## src/rtl/cmp_iter.sv

```systemverilog
// Iterative WIDTH-bit magnitude comparator: walks CHUNK-bit slices from the MSB end and stops
// at the first differing slice. Signed mode is mapped onto unsigned by flipping both sign bits.
module cmp_iter #(
  parameter int unsigned WIDTH = 32,
  parameter int unsigned CHUNK = 8,
  localparam int unsigned NCHUNK = WIDTH / CHUNK,
  localparam int unsigned CW = $clog2(NCHUNK + 1)
) (
  input  logic             CLK,
  input  logic             RST,
  input  logic             IN_VALID,
  output logic             IN_READY,
  input  logic [WIDTH-1:0] A,
  input  logic [WIDTH-1:0] B,
  input  logic             SIGNED,
  output logic             OUT_VALID,
  input  logic             OUT_READY,
  output logic             GT,
  output logic             LT,
  output logic             EQ,
  output logic [CW-1:0]    CHUNKS_USED
);

  localparam int unsigned IW = (NCHUNK > 1) ? $clog2(NCHUNK) : 1;

  if (WIDTH % CHUNK != 0) begin : g_bad_chunk
    $error("cmp_iter: WIDTH must be a multiple of CHUNK");
  end

  typedef enum logic [1:0] {StIdle, StCmp, StDone} state_e;

  state_e           state_q, state_d;
  logic [WIDTH-1:0] a_q, a_d, b_q, b_d;
  logic [IW-1:0]    idx_q, idx_d;
  logic [CW-1:0]    cnt_q, cnt_d;
  logic [CW-1:0]    used_q, used_d;
  logic             valid_q, valid_d;
  logic             gt_q, gt_d, lt_q, lt_d, eq_q, eq_d;
  logic [CHUNK-1:0] chunk_a, chunk_b;

  assign chunk_a = CHUNK'(a_q >> (idx_q * CHUNK));
  assign chunk_b = CHUNK'(b_q >> (idx_q * CHUNK));

  assign IN_READY    = (state_q == StIdle) && !RST;
  assign OUT_VALID   = valid_q;
  assign GT          = gt_q;
  assign LT          = lt_q;
  assign EQ          = eq_q;
  assign CHUNKS_USED = used_q;

  always_comb begin
    state_d = state_q;
    a_d     = a_q;
    b_d     = b_q;
    idx_d   = idx_q;
    cnt_d   = cnt_q;
    used_d  = used_q;
    valid_d = valid_q;
    gt_d    = gt_q;
    lt_d    = lt_q;
    eq_d    = eq_q;
    unique case (state_q)
      StIdle: begin
        if (IN_VALID && IN_READY) begin
          a_d = A;
          b_d = B;
          // Flipping the sign bit turns two's-complement order into unsigned order.
          if (SIGNED) begin
            a_d[WIDTH-1] = ~A[WIDTH-1];
            b_d[WIDTH-1] = ~B[WIDTH-1];
          end
          idx_d   = IW'(NCHUNK - 1);
          cnt_d   = CW'(1);
          gt_d    = 1'b0;
          lt_d    = 1'b0;
          eq_d    = 1'b0;
          state_d = StCmp;
        end
      end
      StCmp: begin
        if (chunk_a != chunk_b || idx_q == '0) begin
          gt_d    = chunk_a > chunk_b;
          lt_d    = chunk_a < chunk_b;
          eq_d    = chunk_a == chunk_b;
          used_d  = cnt_q;
          valid_d = 1'b1;
          state_d = StDone;
        end else begin
          idx_d = idx_q - IW'(1);
          cnt_d = cnt_q + CW'(1);
        end
      end
      StDone: begin
        if (OUT_READY) begin
          valid_d = 1'b0;
          state_d = StIdle;
        end
      end
      default: state_d = StIdle;
    endcase
  end

  always_ff @(posedge CLK or posedge RST) begin
    if (RST) begin
      state_q <= StIdle;
      a_q     <= '0;
      b_q     <= '0;
      idx_q   <= '0;
      cnt_q   <= '0;
      used_q  <= '0;
      valid_q <= 1'b0;
      gt_q    <= 1'b0;
      lt_q    <= 1'b0;
      eq_q    <= 1'b0;
    end else begin
      state_q <= state_d;
      a_q     <= a_d;
      b_q     <= b_d;
      idx_q   <= idx_d;
      cnt_q   <= cnt_d;
      used_q  <= used_d;
      valid_q <= valid_d;
      gt_q    <= gt_d;
      lt_q    <= lt_d;
      eq_q    <= eq_d;
    end
  end

endmodule
```

## config.mk

```make
export PLATFORM = sky130hd
export DESIGN_NAME = cmp_iter
export DESIGN_NICKNAME = d
export VERILOG_FILES = /design/src/rtl/cmp_iter.sv
export SDC_FILE = /design/constraint.sdc
export NUM_CORES = 1
export LEC_CHECK = 0
export BUFFER_PORTS_ARGS = -buffer_cell sky130_fd_sc_hd__buf_4
export CORE_MARGIN = 3
export CORE_UTILIZATION = 40
export CTS_BUF_LIST = sky130_fd_sc_hd__clkbuf_8 sky130_fd_sc_hd__clkbuf_16
export CTS_CLUSTER_SIZE = 10
export DETAILED_ROUTE_END_ITERATION = 6
export PLACE_DENSITY_LB_ADDON = 0.05
export RECOVER_POWER = 100
export SLEW_MARGIN = 0
export SYNTH_ARGS = -nofsm -noshare
export SYNTH_HDL_FRONTEND = slang
export SYNTH_SLANG_ARGS = --single-unit
```

## constraint.sdc

```tcl
create_clock -name CLK -period 3.4 [get_ports CLK]
set_input_delay 0 -clock CLK [delete_from_list [all_inputs] [get_ports CLK]]
set_output_delay 0 -clock CLK [all_outputs]
set_load 0.02 [all_outputs]
```

==> results.txt, run 1 <==
- The flow ran to the end, but the final reports show violations.
- Violations in the final reports: capacitance limit, slew limit
* Layout cells sized above 1: 21.1%
* Net count of the finished layout: 595
- Maximum fanout along the worst path: 14
- Summing over every cut layer, the via total after detailed routing is 2,929.
- Die area: just over 0.01 mm2
- STA puts the critical path data arrival time at 3140 ps.
* Number of nets with antenna violations after routing: 0
* Synth unique cells: 34
- Number of max-capacitance violations reported: 1
- The via count of the first global-routing pass came to 2,996.
- Antenna cell count: 0
- Deepest level of the CTS H-tree: 3
- The share of the Yosys chip area taken by registers is a little over half.
* Synth Net Count: 453
* Number of cells produced by synthesis: 374
- The routed design has 8530 um of wire.
- Summed over all cells, the static leakage comes to 2.60 nW.
- In this run, synthesis produced a sequential element count of 78.
- The largest single stage delay on the critical path is 540 ps.
* Launch instance of the worst min-delay path: A[20]
- Max Slew Vio Count: 55
- The core region is 0.00876 mm2.
- The worst hold path was traced through 4 stages.
- Top cells by area in the synthesized netlist: dfrtp_1, nand2_1, mux4_2, ha_1, buf_2
- From left edge to right edge, the die measures between 100 and 150 um.
- Clk buf depth: 2
- CP Capture Type: register
- Max-Slew Margin vs Limit: -55.5%
- Clock-pin slew on the worst setup and hold paths: roughly 100 ps
- Measured in cells, the most critical reg-to-reg path has a length of 6.
- First-pass GRT wire length: 14,300 um
- Of all cell types, the one taking the most synthesized area is dfrtp_1.
- Mean instance size in the synthesized netlist: between 9 and 10 um2
* Maximum vdd ir drop: 0.000246 V
- Residual DRC: 0
- Cell at the slowest stage of the critical path: mux4_2
- Height of the die: 101 um
* Commonest non-fill, non-tap cell in the layout: nand2_1
- Entering global routing, the biggest net connects 69 pins.
* Dominant delay contributor by cell family on the critical path: multiplexers
- Power spread over the standard cell area amounts to 573 mW/mm2.
- Hold is met by 368 ps.
* Clock latency at the later pin of the worst-skew pair: 360 ps
* DR pass1 iterations: 4
* Gp weighted congestion: around 0.81
- Final clock skew: 17.3 ps
* Commonest cells after routing, fill and taps aside: nand2_1, dfrtp_1, buf_4, dlygate4sd3_1, mux4_2
* Finish-stage setup viols: 0
* Final critical-path required period: 2900 ps
- Post-synthesis cell area: 0.00362 mm2
- Hpwl dp: 5490 um
- The Yosys step of the flow raised 0 warnings.
- Number of gates on the worst path with buffers counted: 6
- Type of the worst setup path: reg2reg
* Post-cts sizing count: 0
- Number of rows created at floorplan: 34
* Setup_tns: 0 ps
- The worst hold path terminates at a_q[20].
- The share of synthesized area in the top cell type comes to a little over half.
- Average wire per cell in the routed design: 13.6 um
* RSZ-0062 raised after global routing: false
* Maximum clock frequency: 345 MHz
- STA classifies the critical path startpoint as a register.
- Final-report hold violation count: 0
- Across all register-to-register paths, the minimum setup slack is 500 ps.
* Number of buffers added by the clock tree synthesis step: 9
* Share of flip-flops with an asynchronous set or reset after synthesis: 100%
- The initial antenna violation count was 0.
* Quantity of I/O buffers inserted on ports: 76
- For this configuration, the core starts out at a cell density of between 40% and 50%.
- Number of inserted filler cells in the final layout: about 800
- Worst Tran Pin Value: 2320 ps
* Required arrival time at the worst endpoint: 3640 ps
* Vias per cell: 4.66
* Crit share post-route: 85.3%
* Root cell of the clock tree: clkbuf_8
- Total grt overflow: 0
* Count of flip-flops with a built-in enable after synthesis: 0
- The tightest min-delay check is of the in2reg type.
- Clock tree synthesis found a total of 78 sinks.
- Post-CTS timing repair inserted 0 buffers for setup.
- Among all flip-flop cells after synthesis, the most frequent one is dfrtp_1.
* Buffers plus inverters on the worst setup path: 1
* Initial detailed-routing violation count: 96
* Synth-to-Final Area Change: 41.1%
- TritonCTS built the clock tree.
* CP cell instances: buf_4 > mux4_2 > ha_1 > nand4_1 > o311ai_4 > mux2_1
- The worst register-to-register path ends at CHUNKS_USED[0].
* Total global routing track utilization: 17.9%
* Launching point of the worst reg2reg path: idx_q[0]
- Boundary pin count: 77
through the flow:
stage	cell area, um2	std cells	setup slack [ps]	utilization [%]	total power [mW]
2_1_floorplan	3620	374	711	-	1.92
3_3_place_gp	4280	545	545	48.8	2.18
3_5_place_dp	4280	545	473	48.8	2.20
4_1_cts	5160	629	451	58.9	2.98
5_1_grt	5120	629	276	58.4	3.14
6_report	5120	629	499	58.4	2.93
state kept, by name, indices dropped and copies added, names as in the netlist:
signal and cells:
a_q 32, LT 1, idx_q 2, state_q 2, GT 1, b_q 32
cnt_q 3, OUT_VALID 1, EQ 1, CHUNKS_USED 3
where the power goes:
part | internal, mW | leakage, nW | switching [mW]
Combinational | 0.426 | 1.55 | 0.426
Sequential | 1.20 | 0.962 | 0.158
Clock | 0.348 | 0.0968 | 0.376
Total | 1.97 | 2.60 | 0.960
cells in the mapped netlist, drive strengths merged (2+ instances only):
cell    count
dfrtp      78
a21oi       5
nor3        4
o21ai       5
mux4       16
inv        14
nor2        2
nand2     195
a211oi      2
a211o       2
mux2        2
ha         10
o31ai       2
clkbuf      5
buf        15
nand4       3
xnor2       2
layer usage:
metal	vias to the layer above	track usage, %	wire length [um]
met1	1369	23.4	3830
met5	-	0	0
met2	55	30.6	4280
li1	1496	-	-
met3	9	2.62	302
met4	0	6.24	104
worst max path at each step:
stage | start | to | slack, ps
after detailed placement | idx_q[0] | CHUNKS_USED[0] | 470
final | idx_q[0] | CHUNKS_USED[0] | 500
after global routing | idx_q[0] | CHUNKS_USED[0] | 280
after global placement | idx_q[0] | CHUNKS_USED[0] | 550
after CTS | idx_q[0] | CHUNKS_USED[0] | 450
after floorplan | idx_q[0] | CHUNKS_USED[0] | 710
worst reg2reg max path, delay by kind of cell (launching register included):
family                   cells  cell delay [ps]
flip-flops                   1              490
AO/OA/AOI/OAI                1              490
multiplexers                 2              910
AND/OR/NAND/NOR              1              230
buffers and inverters        1              330
adder cells (fa/ha/maj)      1              330
logic make-up (layout without fill, tap and decap cells):
kind of cell / Yosys count / after routing / synth area share, %
flip-flops: 78 / 78 / 53.8
buffers and inverters: 34 / 181 / 4.42
AND/OR/NAND/NOR: 212 / 212 / 23.2
AO/OA/AOI/OAI: 20 / 20 / 4.07
XOR/XNOR: 2 / 2 / 0.483
adder cells (fa/ha/maj): 10 / 10 / 3.45
multiplexers: 18 / 18 / 10.6
cell type report:
cell class                 instances  area (um2)  share of cell area (%)
tap                              108         135                    2.64
clock buffer                       9         124                    2.42
timing repair buffer             151        1260                    24.7
sequential                        78        1950                    38.2
clock inverter                     7        80.1                    1.57
inverter                          14        53.8                    1.05
multi-input combinational        262        1510                    29.5
what timing repair did:
action | in CTS | in global routing
endpoints found under the hold margin | 119 | 0
hold buffers | 68 | 0
setup endpoints to repair | 0 | 0
No activity file was read; power rests on OpenSTA's default activity.
==> run 2: changes to the inputs <==
--- a/config.mk
+++ b/config.mk
@@ -6,6 +6,7 @@
 export NUM_CORES = 1
 export LEC_CHECK = 0
 export BUFFER_PORTS_ARGS = -buffer_cell sky130_fd_sc_hd__buf_4
+export CORE_ASPECT_RATIO = 0.6
 export CORE_MARGIN = 3
 export CORE_UTILIZATION = 40
 export CTS_BUF_LIST = sky130_fd_sc_hd__clkbuf_8 sky130_fd_sc_hd__clkbuf_16
==> run 2 against run 1 <==
  * The run still ends with capacitance limit, slew limit left
  * Die area grew 0.36%
  * Sequential power is essentially flat
  * Setup slack improved by 74 ps
  * Critical path depth shrank 1
  * Power increased by 4.2%
  * Largest cell class unchanged
  * Highest routed layer unchanged
==> results.txt, run 2 (same netlist as run 1, synthesis figures left out) <==
- Status: complete, but fails checks
- Violations in the final reports: capacitance limit, slew limit
* Deepest level of the CTS H-tree: 3 (unchanged)
- The worst setup path is captured at a register.
- The largest fanout of any net on the critical path was 13 (-1).
* Hold path endpoint: b_q[31]
- Number of rows created at floorplan: 26 (-24%)
- Number of nets with antenna violations after routing: 0 (unchanged)
* Total global routing track utilization: 18.2% (+0.30 points)
* Layout cells sized above 1: 20.3% (-0.80 points)
- Cell at the slowest stage of the critical path: dfrtp_1
- Post-cts sizing count: 0 (unchanged)
* Final clock skew: 3.07 ps (-14.2 ps)
- Worst Reg-to-Reg Cells: 5 (-1)
- Max-Slew Margin vs Limit: -48.9% (+6.6 points)
* Floorplan die width: 129 um (+27%)
- The effective utilization at floorplan was 41.9% (+0.53 points).
- Max Slew Vio Count: 49 (-11%)
* Finish-stage setup viols: 0 (unchanged)
* RSZ-0062 raised after global routing: false
- The number of clock buffers inserted by TritonCTS was 9 (unchanged).
- Worst Tran Pin Value: 2220 ps (-98.5 ps)
- Sinks on the clock net: 78 (unchanged)
* CTS tree: built
- The critical path data required time came to 3620 ps (-20 ps).
* Kind of launch point of the worst setup path: register
- Clock-pin slew on the worst setup and hold paths: 50 ps (-50 ps)
- Final-report hold violation count: 0 (unchanged)
- The iteration count of the initial detailed-routing pass came to 4 (unchanged).
- The net total in the final layout is 593 (-0.34%).
- The tree is rooted in a clkbuf_16.
- The half-perimeter wire length of the detailed placement result was 5880 um (+7.0%).
- Static power due to leakage: 2.63 nW (+1.2%)
- Maximum vdd ir drop: 0.000288 V (+17%)
* Worst hold margin: 10.2 ps (-357 ps)
* Commonest cells after routing, fill and taps aside: nand2_1, dfrtp_1, buf_4, dlygate4sd3_1, mux4_2
- Vias per cell: 4.71 (+1.1%)
- First-pass GRT wire length: 14,400 um (+0.67%)
- The startpoint identified for the worst hold timing path is B[31].
* Via count of the routed design: 2,960 (+1.1%)
- The insertion delay of the later-clocked pin in the worst-skew pair came to 330 ps (-30 ps).
- Launching point of the worst reg2reg path: idx_q[1]
- The deepest clock path buffer count was 2 (unchanged).
* CP cell instances: mux4_2 > ha_1 > nand4_1 > o311ai_4 > mux2_1
- Boundary pin count: 77 (unchanged)
* Residual DRC: 0 (unchanged)
* Crit share post-route: 83.1% (-2.2 points)
- Final WL: 8700 um (+2.0%)
- The maximum single-stage delay on the critical path was 690 ps (+150 ps).
- The average wire length per cell after detail routing came to 13.8 um (+2.0%).
* Die area: 0.0103 mm2 (+0.36%)
* Quantity of I/O buffers inserted on ports: 76 (unchanged)
- The number of antenna cells inserted was 0 (unchanged).
* Registers with the most flip-flops: a_q (32), b_q (32)
* Via count of the first global-routing pass: 2,937 (-2.0%)
- Type of the worst setup path: reg2reg
- The register-to-register setup slack is 570 ps (+70 ps).
- Gp weighted congestion: 0.832 (+2.2%)
* Placeable core area: 0.00865 mm2 (-1.3%)
* Setup_tns: 0 ps (unchanged)
* Initial detailed-routing violation count: 133 (+39%)
* Data arrival at the endpoint of the critical path: 3040 ps (-100 ps)
* Initial antenna violation count: 0 (unchanged)
- Number of inserted filler cells in the final layout: 751 (-5.9%)
* Number of buffers added to fix hold violations after cts: 66 (-2.9%)
- Power per unit of standard cell area: 593 mW/mm2 (+3.5%)
- The sequential cell area was 0.00195 mm2 (unchanged).
* Synth-to-Final Area Change: 42.1%
* Pin count of the biggest net entering global routing: 49 (-29%)
- The number of buffers inserted by post-CTS setup repair is 0 (unchanged).
- Total grt overflow: 0 (unchanged)
* Area used by multi-input combinational logic: 0.00150 mm2 (-0.50%)
- Critical path startpoint: idx_q[1]
* Commonest non-fill, non-tap cell in the layout: nand2_1
- Hold path cells: 3 (-1)
* Height of the die: 79.7 um (-21%)
- Final critical-path required period: 2830 ps (-74.2 ps)
- The reported max-cap violation count came to 1 (unchanged).
- Endpoint of the most critical register-to-register path: CHUNKS_USED[0]
* Kind of path behind the tightest hold check: in2reg
- Maximum clock frequency: 354 MHz (+2.6%)
## run 2: cell types whose count changed in the layout (fill, tap and decap cells not counted), sizes merged
| cell | before | now |
|---|---|---|
| clkinv | 1 | 2 |
| dlygate4sd3 | 68 | 66 |
| bufinv | 1 | 0 |
| inv | 16 | 15 |
| buf | 71 | 72 |
| clkinvlp | 3 | 1 |
## run 2: stage by stage
| step | worst slack [ps] | power [mW] | instance area (um2) | cells | utilization (%) |
|---|---|---|---|---|---|
| 6_report | 574 | 3.05 | 5150 | 629 | 59.5 |
| 5_1_grt | 243 | 3.28 | 5150 | 629 | 59.5 |
| 4_1_cts | 625 | 3.12 | 5200 | 629 | 60.1 |
| 3_5_place_dp | 637 | 2.21 | 4290 | 549 | 49.5 |
| 3_3_place_gp | 682 | 2.19 | 4290 | 549 | 49.5 |
| 2_1_floorplan | 711 | 1.92 | 3620 | 374 | - |
## run 2: final cells by class
cell class              count  share of cell area [%]
inverters                  14                    1.04
repair buffers            149                    24.2
multi-input cells         262                    29.2
clock inverters             4                   0.340
flip-flops and latches     78                    37.9
clock buffers              10                    4.64
well taps                 112                    2.72
## run 2: power breakdown
part	switching, mW	internal [mW]
clock network	0.341	0.497
registers	0.162	1.20
logic	0.432	0.420
total	0.936	2.12
## run 2: worst max path at each step
stage | slack (ps) | to
final | 570 | CHUNKS_USED[0]
after detailed placement | 640 | CHUNKS_USED[1]
after CTS | 630 | CHUNKS_USED[1]
after global routing | 240 | idx_q[0]
after global placement | 680 | CHUNKS_USED[1]
after floorplan | 710 | CHUNKS_USED[0]
## run 2: per-layer routing
layer | track usage, % | wire (um) | share of wire, % | vias to the layer above
li1 | - | - | - | 1491
met1 | 25.6 | 4310 | 50 | 1396
met2 | 28.0 | 3900 | 45 | 61
met3 | 4.75 | 383 | 4.4 | 12
met4 | 5.35 | 102 | 1.2 | 0
met5 | 0 | 0 | 0 | -
## run 2: worst max-delay path: cells and delay by family, from the launching register on
| family | cells | cell delay (ps) |
|---|---|---|
| AND/OR/NAND/NOR | 1 | 220 |
| flip-flops | 1 | 690 |
| adder cells (fa/ha/maj) | 1 | 320 |
| AO/OA/AOI/OAI | 1 | 530 |
| multiplexers | 2 | 960 |
==> run 3: changes to the inputs <==
==> constraint.sdc (replaced) <==
create_clock -name CLK -period 2.5 [get_ports CLK]
set_input_delay 0 -clock CLK [delete_from_list [all_inputs] [get_ports CLK]]
set_output_delay 0 -clock CLK [all_outputs]
set_load 0.02 [all_outputs]
==> run 3 against run 2 <==
  * The run still ends with capacitance limit, slew limit left
  * First-iteration DRC count unchanged
  * Combinational power up 64%
  * Critical endpoint is now GT
  * Non-clock buffer count grew 14
  * Final area is 5.0% higher
  * Utilization rose by 3.0 points
  * Critical path type unchanged
  * Setup slack worse by 540 ps
  * Highest routed layer unchanged
  * Clock power is 36% higher
==> results.txt, run 3 (same netlist as run 1, synthesis figures left out) <==
- The flow ran to the end, but the final reports show violations.
- The count of final hold-check violations was 0 (unchanged).
- Initial antenna violation count: 0 (unchanged)
- Net count of the finished layout: 607 (+2.4%)
- The number of nets still failing antenna checks after routing was 0 (unchanged).
- Post-placement setup slack: -41.5 ps (-679 ps)
- The die outline width came to 129 um (unchanged).
- The final setup skew came to 4.24 ps (+1.17 ps).
- Layout cells sized above 1: 25.0% (+4.7 points)
- Max Slew Vio Count: 40 (-18%)
* Placed inst area: 0.00435 mm2 (+1.5%)
- The critical path data required time is 2770 ps (-850 ps).
- The number of I/O pins was 77 (unchanged).
- Highest metal layer used by the detailed router: met4
- The total grt overflow is 0 (unchanged).
* Met3 wire length: 382 um (-0.26%)
- The average wire length per cell after detail routing was 14.3 um (+3.3%).
* Final critical-path required period: 2460 ps (-363 ps)
- Data arrival at the endpoint of the critical path: 2730 ps (-310 ps)
- The number of clock sinks seen by CTS came to 78 (unchanged).
* Gp weighted congestion: 0.749 (-9.9%)
* Antenna cell count: 0 (unchanged)
- The maximum level of the CTS H-tree is 3 (unchanged).
* Number of rows created at floorplan: 26 (unchanged)
- Setup repair after global routing could not meet its margin everywhere.
- The global-route total usage across every layer was 19.6% (+1.4 points).
* Maximum clock frequency: 406 MHz (+15%)
- Via count of the first global-routing pass: 3,127 (+6.5%)
- The met1 routed wirelength after detailed routing was 4510 um (+4.7%).
- Maximum fanout along the worst path: 5 (-8)
- Type of the worst setup path: reg2reg
* Vias per cell: 4.70 (about the same)
- The worst setup path is captured at a register.
* Crit share post-route: 98.5% (+15 points)
- Quantity of I/O buffers inserted on ports: 76 (unchanged)
* Maximum vdd ir drop: 0.000394 V (+37%)
* Violations in the final reports: capacitance limit, slew limit
- The post-layout total power came to 4.38 mW (+43%).
- Final WL: 9190 um (+5.6%)
- Relative to the synthesized area, the layout overhead comes to 49.2%.
- Clock latency at the later pin of the worst-skew pair: 330 ps (about the same)
* Root cell of the clock tree: clkbuf_16
- The effective utilization at floorplan came to 41.9% (unchanged).
* Pin count of the biggest net entering global routing: 41 (-16%)
- CTS tree: built
- The final cell utilization of the core came to 62.5% (+3.0 points).
- DR pass1 iterations: 4 (unchanged)
* Die area: 0.0103 mm2 (unchanged)
- The number of setup violations in the final report came to 0 (unchanged).
- Static power due to leakage: 2.73 nW (+3.5%)
- Leaving out fill and tap cells, the most frequent cell in the layout is nand2_1.
* Finished Cell Area: 0.00541 mm2 (+5.0%)
* Hpwl dp: 6100 um (+3.7%)
- Residual DRC: 0 (unchanged)
* Height of the die: 79.7 um (unchanged)
* Routed met2 length: 4140 um (+6.2%)
- The largest registers in the layout are a_q (32), b_q (32).
* Kind of path behind the tightest hold check: in2reg
* Via count of the routed design: 3,025 (+2.2%)
- The number of DRC violations after detailed-routing iteration 0 was 133 (unchanged).
* Number of inserted filler cells in the final layout: 766 (+2.0%)
- In the layout the commonest cells are nand2_1, buf_4, dfrtp_1, dlygate4sd3_1, mux4_2.
- The worst setup path is launched from a register.
* Number of max-capacitance violations reported: 1 (unchanged)
- The deepest clock path buffer count is 2 (unchanged).
- The clock transition at the register clock pins on the worst setup and hold paths after CTS came to 60 ps (about the same).
* Number of buffers added by the clock tree synthesis step: 9 (unchanged)
- The placeable core area came to 0.00865 mm2 (unchanged).
- The final worst slack came to 36.6 ps (-537 ps).
* Power per unit of standard cell area: 810 mW/mm2 (+37%)
- The wire length of the first global-routing pass is 15,500 um (+7.9%).
- The worst-case hold slack was 29.4 ps (+19.2 ps).
- Max-Slew Margin vs Limit: -20.7% (+28 points)
* Worst Tran Pin Value: 1800 ps (-420 ps)
run 3: area by class of cell:
type                       count  area (um2)  share of cell area (%)
sequential                    78        1950                    36.1
tap                          112         140                    2.59
multi-input combinational    262        1610                    29.8
clock inverter                 4        17.5                   0.324
timing repair buffer         163        1390                    25.7
clock buffer                  10         239                    4.42
inverter                      14        53.8                   0.995
run 3: through the flow:
| stage | setup TNS (ps) | cells |
|---|---|---|
| after floorplan | -28.8 | 374 |
| after global placement | 0 | 556 |
| after detailed placement | -112 | 556 |
| after CTS | -18.5 | 639 |
| after global routing | -372 | 643 |
| final | 0 | 643 |
run 3: worst paths after layout:
kind,start,slack [ps],cells past startpoint,endpoint
setup / recovery,idx_q[0],40,9,GT
hold / removal,SIGNED,30,3,b_q[31]
setup reg to reg,idx_q[0],40,9,GT
hold reg to reg,a_q[2],470,2,a_q[2]
max in group asynchronous,RST,610,4,b_q[0]
min in group asynchronous,RST,670,3,OUT_VALID
run 3: per-layer routing:
layer	global-route usage (%)	up-vias
li1	-	1524
met4	5.87	0
met1	27.7	1428
met5	0	-
met3	4.88	14
met2	30.0	59
run 3: timing repair:
item	in CTS	in global routing
hold endpoints to repair	103	0
buffers inserted	1	4
hold buffers	67	0
endpoints found under the setup margin	4	12
cloned	1	1
pin swaps	1	6
gates resized for setup	5	16
run 3: power breakdown:
| group | total [mW] | switching [mW] | internal [mW] |
|---|---|---|---|
| Clock | 1.14 | 0.461 | 0.676 |
| Sequential | 1.85 | 0.214 | 1.63 |
| Combinational | 1.40 | 0.678 | 0.719 |
run 3: worst max-delay path, cell delays in order (launching register included):
cell      delay, ps
dfrtp_2         420
buf_12          140
mux4_2          540
ha_4            290
nand4_1         100
buf_6           150
o311ai_4        380
buf_6           170
and3_1          140
a211o_1          80
